--- src/rtl/simple_phase_sequencer.sv ---
// Multi-cycle FETCH/DECODE/EXEC/MEM/WB control sequencer for the SIMPLE 16-bit core.
// Decodes the latched IR into ALU, register-file, memory and PC controls.
module simple_phase_sequencer #(
    parameter int DATA_W        = 16,
    parameter int REG_AW        = 3,
    parameter int HALT_ON_UNDEF = 1
) (
    input  logic              i_clk,
    input  logic              i_rst,
    input  logic              i_run,
    input  logic [15:0]       i_instr,
    input  logic              i_instr_ack,
    input  logic [3:0]        i_szcv,
    input  logic              i_mem_ack,
    output logic              o_fetch_req,
    output logic              o_mem_req,
    output logic              o_mem_we,
    output logic [3:0]        o_alu_op,
    output logic              o_alu_b_imm,
    output logic [DATA_W-1:0] o_imm,
    output logic [REG_AW-1:0] o_ra_addr,
    output logic [REG_AW-1:0] o_rb_addr,
    output logic              o_reg_we,
    output logic [REG_AW-1:0] o_reg_waddr,
    output logic [1:0]        o_wb_sel,
    output logic              o_flags_we,
    output logic              o_out_we,
    output logic              o_pc_inc,
    output logic              o_pc_load,
    output logic              o_halted,
    output logic [4:0]        o_phase
);

    typedef enum logic [2:0] {
        S_FETCH  = 3'd0,
        S_DECODE = 3'd1,
        S_EXEC   = 3'd2,
        S_MEM    = 3'd3,
        S_WB     = 3'd4,
        S_HALT   = 3'd5
    } state_t;

    state_t      r_state;
    logic [15:0] r_ir;

    logic [1:0] w_op1;
    logic [2:0] w_op2;
    logic [2:0] w_cc;
    logic [3:0] w_op3;
    logic w_alu, w_ld, w_st, w_li, w_b, w_bc;
    logic w_arith, w_cmp, w_shift, w_in, w_out, w_hlt;
    logic w_undef, w_wr, w_flags, w_taken;
    logic w_s, w_z, w_v;
    logic w_unused_c;
    logic [DATA_W-1:0] w_imm;
    logic [REG_AW-1:0] w_waddr;
    logic [1:0]        w_wbsel;

    assign w_op1 = r_ir[15:14];
    assign w_op2 = r_ir[13:11];
    assign w_cc  = r_ir[10:8];
    assign w_op3 = r_ir[7:4];

    assign w_alu   = (w_op1 == 2'b11);
    assign w_ld    = (w_op1 == 2'b00);
    assign w_st    = (w_op1 == 2'b01);
    assign w_li    = (w_op1 == 2'b10) && (w_op2 == 3'b000);
    assign w_b     = (w_op1 == 2'b10) && (w_op2 == 3'b100);
    assign w_bc    = (w_op1 == 2'b10) && (w_op2 == 3'b111) && !w_cc[2];
    assign w_arith = w_alu && (w_op3 <= 4'd6);
    assign w_cmp   = w_alu && (w_op3 == 4'd5);
    assign w_shift = w_alu && (w_op3[3:2] == 2'b10);
    assign w_in    = w_alu && (w_op3 == 4'hC);
    assign w_out   = w_alu && (w_op3 == 4'hD);
    assign w_hlt   = w_alu && (w_op3 == 4'hF);

    assign w_undef = !(w_ld || w_st || w_li || w_b || w_bc || w_arith
                       || w_shift || w_in || w_out || w_hlt);
    assign w_wr    = (w_arith && !w_cmp) || w_shift || w_in || w_li || w_ld;
    assign w_flags = w_arith || w_shift;

    assign w_s        = i_szcv[3];
    assign w_z        = i_szcv[2];
    assign w_v        = i_szcv[0];
    assign w_unused_c = i_szcv[1];

    always_comb begin
        w_taken = w_b;
        if (w_bc) begin
            unique case (w_cc[1:0])
                2'b00: w_taken = w_z;
                2'b01: w_taken = w_s ^ w_v;
                2'b10: w_taken = w_z | (w_s ^ w_v);
                2'b11: w_taken = !w_z;
                default: w_taken = 1'b0;
            endcase
        end
    end

    // Branch and memory offsets are signed; shift amounts are not.
    always_comb begin
        w_imm = '0;
        if (w_ld || w_st || w_li || w_b || w_bc)
            w_imm = DATA_W'($signed(r_ir[7:0]));
        else if (w_shift)
            w_imm = DATA_W'(r_ir[3:0]);
    end

    always_comb begin
        w_waddr = REG_AW'(r_ir[10:8]);
        w_wbsel = 2'b00;
        if (w_ld) begin
            w_waddr = REG_AW'(r_ir[13:11]);
            w_wbsel = 2'b01;
        end else if (w_li) begin
            w_wbsel = 2'b10;
        end else if (w_in) begin
            w_wbsel = 2'b11;
        end
    end

    always_ff @(posedge i_clk) begin
        if (i_rst) begin
            r_state <= S_FETCH;
            r_ir    <= '0;
        end else begin
            unique case (r_state)
                S_FETCH: begin
                    if (i_instr_ack) begin
                        r_ir    <= i_instr;
                        r_state <= S_DECODE;
                    end
                end
                S_DECODE: begin
                    if (w_hlt || (w_undef && HALT_ON_UNDEF != 0))
                        r_state <= S_HALT;
                    else
                        r_state <= S_EXEC;
                end
                S_EXEC:
                    r_state <= (w_ld || w_st) ? S_MEM : S_WB;
                S_MEM: begin
                    if (i_mem_ack)
                        r_state <= w_st ? S_FETCH : S_WB;
                end
                S_WB:
                    r_state <= S_FETCH;
                S_HALT: begin
                    if (i_run)
                        r_state <= S_FETCH;
                end
                default:
                    r_state <= S_FETCH;
            endcase
        end
    end

    // Reset forces every output quiet in the same cycle, even mid-handshake.
    always_comb begin
        o_fetch_req = 1'b0;
        o_mem_req   = 1'b0;
        o_mem_we    = 1'b0;
        o_alu_op    = 4'd0;
        o_alu_b_imm = 1'b0;
        o_imm       = '0;
        o_ra_addr   = '0;
        o_rb_addr   = '0;
        o_reg_we    = 1'b0;
        o_reg_waddr = '0;
        o_wb_sel    = 2'b00;
        o_flags_we  = 1'b0;
        o_out_we    = 1'b0;
        o_pc_inc    = 1'b0;
        o_pc_load   = 1'b0;
        o_halted    = 1'b0;
        o_phase     = 5'b00001;
        if (!i_rst) begin
            o_alu_op    = w_alu ? w_op3 : 4'd0;
            o_alu_b_imm = w_ld || w_st || w_shift;
            o_imm       = w_imm;
            o_ra_addr   = REG_AW'(r_ir[13:11]);
            o_rb_addr   = REG_AW'(r_ir[10:8]);
            o_phase     = 5'b00000;
            unique case (r_state)
                S_FETCH: begin
                    o_phase     = 5'b00001;
                    o_fetch_req = 1'b1;
                    o_pc_inc    = i_instr_ack;
                end
                S_DECODE:
                    o_phase = 5'b00010;
                S_EXEC: begin
                    o_phase    = 5'b00100;
                    o_flags_we = w_flags;
                    o_pc_load  = w_taken;
                end
                S_MEM: begin
                    o_phase   = 5'b01000;
                    o_mem_req = 1'b1;
                    o_mem_we  = w_st;
                end
                S_WB: begin
                    o_phase     = 5'b10000;
                    o_reg_we    = w_wr;
                    o_reg_waddr = w_waddr;
                    o_wb_sel    = w_wbsel;
                    o_out_we    = w_out;
                end
                S_HALT:
                    o_halted = 1'b1;
                default: ;
            endcase
        end
    end

endmodule

--- config.mk ---
export PLATFORM = sky130hd
export DESIGN_NAME = simple_phase_sequencer
export DESIGN_NICKNAME = d
export VERILOG_FILES = /design/src/rtl/simple_phase_sequencer.sv
export SDC_FILE = /design/constraint.sdc
export NUM_CORES = 1
export LEC_CHECK = 0
export CAP_MARGIN = 20
export CORE_MARGIN = 10
export CORE_UTILIZATION = 35
export CTS_CLUSTER_SIZE = 24
export DETAILED_ROUTE_END_ITERATION = 16
export DONT_BUFFER_PORTS = 1
export GPL_TIMING_DRIVEN = 0
export PLACE_DENSITY = 0.53
export SYNTH_ARGS = -nofsm -noshare
export SYNTH_HDL_FRONTEND = slang
export SYNTH_SLANG_ARGS = --single-unit
--- constraint.sdc ---
create_clock -name i_clk -period 1.6 [get_ports i_clk]
set_clock_uncertainty 0.1 [all_clocks]
set_input_delay 0.32 -clock i_clk [delete_from_list [all_inputs] [get_ports i_clk]]
set_output_delay 0.32 -clock i_clk [all_outputs]
set_load 0.03 [all_outputs]
==> impl_metrics.py <==
metrics = {
    "floorplanning": {
        "die_w_um": 81.94,
        "core_um2": 3689,
        "fp-row-count": 22,
        "die_h_um": 81.94,
        "initial_core_util_pct": 36.40,
        "io_pins": 71,
        "die_area_um2": 6713,
    },
    "detailed_routing": {
        "wl_um": 4885,
        "via_per_inst": 5.131,
        "drcViolationCount": 0,
        "vias": 1406,
        "postRouteAntennaNets": 0,
        "drtIter0Drc": 108,
        "drt-wirelength-per-cell_um": 17.83,
        "dr.pass1.iters": 4,
    },
    "setup_path": {
        "crit_path_top_delay_cell": "nor3b_4",
        "criticalPathCategory": "flip-flop to output port",
        "worst_setup_path_end_kind": "output port",
        "crit_fanout": 3,
        "crit_path_start_kind": "flip-flop",
        "path_delay_family": "simple AND/OR/NAND/NOR gates",
        "crit_buf_inv": 1,
        "cpPeakStageDelay_ns": 0.48,
        "crit_chain": "buf_6 -> and2b_2 -> nor3b_4 -> nand3_2 -> a21oi_4",
        "cp.arrival_ns": 1.75,
        "required_ns": 1.18,
    },
    "grt": {
        "grt_pass1_wl_um": 7320,
        "overflow": 0,
        "grt_start_max_net_pins": 11,
        "antenna_found_initial": 0,
        "grt_pass1_vias": 1436,
        "grt_use_total_pct": 13.85,
    },
    "yosys": {
        "yosysSeqAreaShare_pct": 28.33,
        "ys_types": 37,
        "syn_inst": 195,
        "yosys_warnings": 0,
        "syn_area_um2": 1343,
        "synth_nets": 220,
        "synthFlopType": "dfxtp_1",
        "synth_area_leader_cell": "dfxtp_1",
        "synth_edf_count": 0,
        "synth_top_area_share_pct": 28.33,
        "ys_ff_latch": 19,
        "synth_area_leaders": "dfxtp_1 (28%), nand2_1 (12%), a21oi_1 (11%)",
        "avgSynthCellArea_um2": 6.885,
        "async_reset_ff_share_pct": 0,
    },
    "place": {
        "dp_hpwl_um": 3432,
        "gp_congestion": 0.7806,
        "portBuffers": 0,
        "dpl.cell_count": 243,
    },
    "final_layout": {
        "multi_input_area_um2": 1209,
        "finalNetCount": 252,
        "fin_cells": 274,
        "area_delta_synth_final_pct": 61.51,
        "fillCellCount": 348,
        "drive_above_1_share_pct": 53.54,
        "seq_area_um2": 409.1,
        "antennaDiodeCount": 0,
        "layout_common_cells": "nand2_1 (40), a21oi_1 (21), buf_4 (20), buf_6 (19), and2_4 (9)",
        "final_common_cell": "nand2_1",
    },
    "timing": {
        "finalSetupViolCount": 40,
        "hold_viol": 0,
        "worst_pin_slew_ns": 0.5393,
        "fin_crit_ns": 2.167,
        "grt_setup_unrepaired": "yes",
        "final.setup.worst_slack_ns": -0.5674,
        "slew_headroom_pct": 64.01,
        "slew_viol_final": 0,
        "fin_crit_sh_pct": 135.5,
        "fmax_mhz": 461.4,
    },
    "clock_network": {
        "cts_tree": "built",
        "cts-root-buf": "clkbuf_8",
        "clk_pin_slew_worst_paths_ns": 0.07,
        "h-tree-depth": 1,
        "cts_buffers": 3,
        "cts.path.max_buffers": 2,
        "clock_sinks": 19,
        "clk_latency_ns": 0.25,
    },
    "outcome": {
        "run_status": "finished, violations left",
        "violations": "negative setup slack",
    },
    "power_and_ir_drop": {
        "peakVddDrop_v": 0.0006496,
        "p_per_area_nw_per_um2": 823.4,
        "leakage_nw": 0.8494,
        "finalPower_mw": 1.786,
    },
    "flow_run": {
        "drv_cap": 0,
    },
    "worst_hold_path": {
        "hold_class": "primary input to flip-flop",
    },
}
[cells by family after synthesis]
kind of cell	count (synthesis)	share of synthesized area, %
AND/OR/NAND/NOR	103	40.82
XOR/XNOR	1	0.6525
flip-flops	19	28.33
AO/OA/AOI/OAI	48	20.13
buffers and inverters	24	10.07
[final timing paths]
| path | startpoint | end | slack, ns | depth (start not counted) |
|---|---|---|---|---|
| setup / recovery | r_state[1] | o_pc_load | -0.57 | 5 |
| hold / removal | i_instr[5] | r_ir[5] | 0.09 | 2 |
| hold reg to reg | r_ir[0] | r_ir[0] | 0.36 | 2 |
| setup reg to reg | r_state[2] | r_state[1] | 0.02 | 6 |
[cells in the mapped netlist (2+ instances only)]
cell type	instances
o21ai_0	9
nor2b_1	11
nand3_1	2
buf_2	6
nor3b_1	6
buf_1	2
and2b_1	2
a21o_1	2
nand2_1	44
nand3b_1	2
nor4_1	2
inv_1	2
and2_1	10
buf_4	10
a21oi_1	29
nor3_1	3
a211oi_1	3
nor2_1	10
or3_1	2
dfxtp_1	19
clkbuf_1	3
[metrics by stage]
step	util [%]	instance area (um2)	worst slack, ns	TNS (ns)	hold WS (ns)
after floorplan	-	1603	-0.2626	-3.563	0.3365
after global placement	45.08	1663	-0.4562	-8.038	0.3444
after detailed placement	45.08	1663	-0.4874	-8.685	0.3511
after CTS	55.90	2062	-0.5876	-13.60	0.08413
after global routing	58.79	2168	-0.6574	-16.81	0.09108
final	58.79	2168	-0.5674	-13.76	0.08844
[power by group]
group	leakage [nW]	internal (mW)	switching (mW)
registers	0.162	0.531	0.0534
clock network	0.0228	0.177	0.147
logic	0.665	0.366	0.511
[registers in the layout, indices dropped and copies added (netlist names)]
signal and cells:
r_ir 16, r_state 3
[routing by layer]
| layer | up-vias | wire length (um) | track usage (%) |
|---|---|---|---|
| met5 | - | 0 | 0 |
| met2 | 56 | 2324 | 22.81 |
| met3 | 2 | 455 | 5.786 |
| met4 | 0 | 19 | 3.061 |
| met1 | 638 | 2086 | 16.42 |
| li1 | 710 | - | - |
[layout make-up]
type / instances / share of cell area [%]
plain buffers: 21 / 9.636
clock buffers: 4 / 2.077
inverters: 3 / 0.8078
multi-input cells: 153 / 55.74
flip-flops and latches: 19 / 18.87
well taps: 48 / 2.770
repair buffers: 26 / 10.10
[what timing repair did]
item,CTS,global route
resized for setup,66,15
hold buffers,0,0
endpoints found under the setup margin,49,53
pin swaps,16,17
buffers inserted,18,8
cloned,2,0
(Power assumes the default switching activity.)
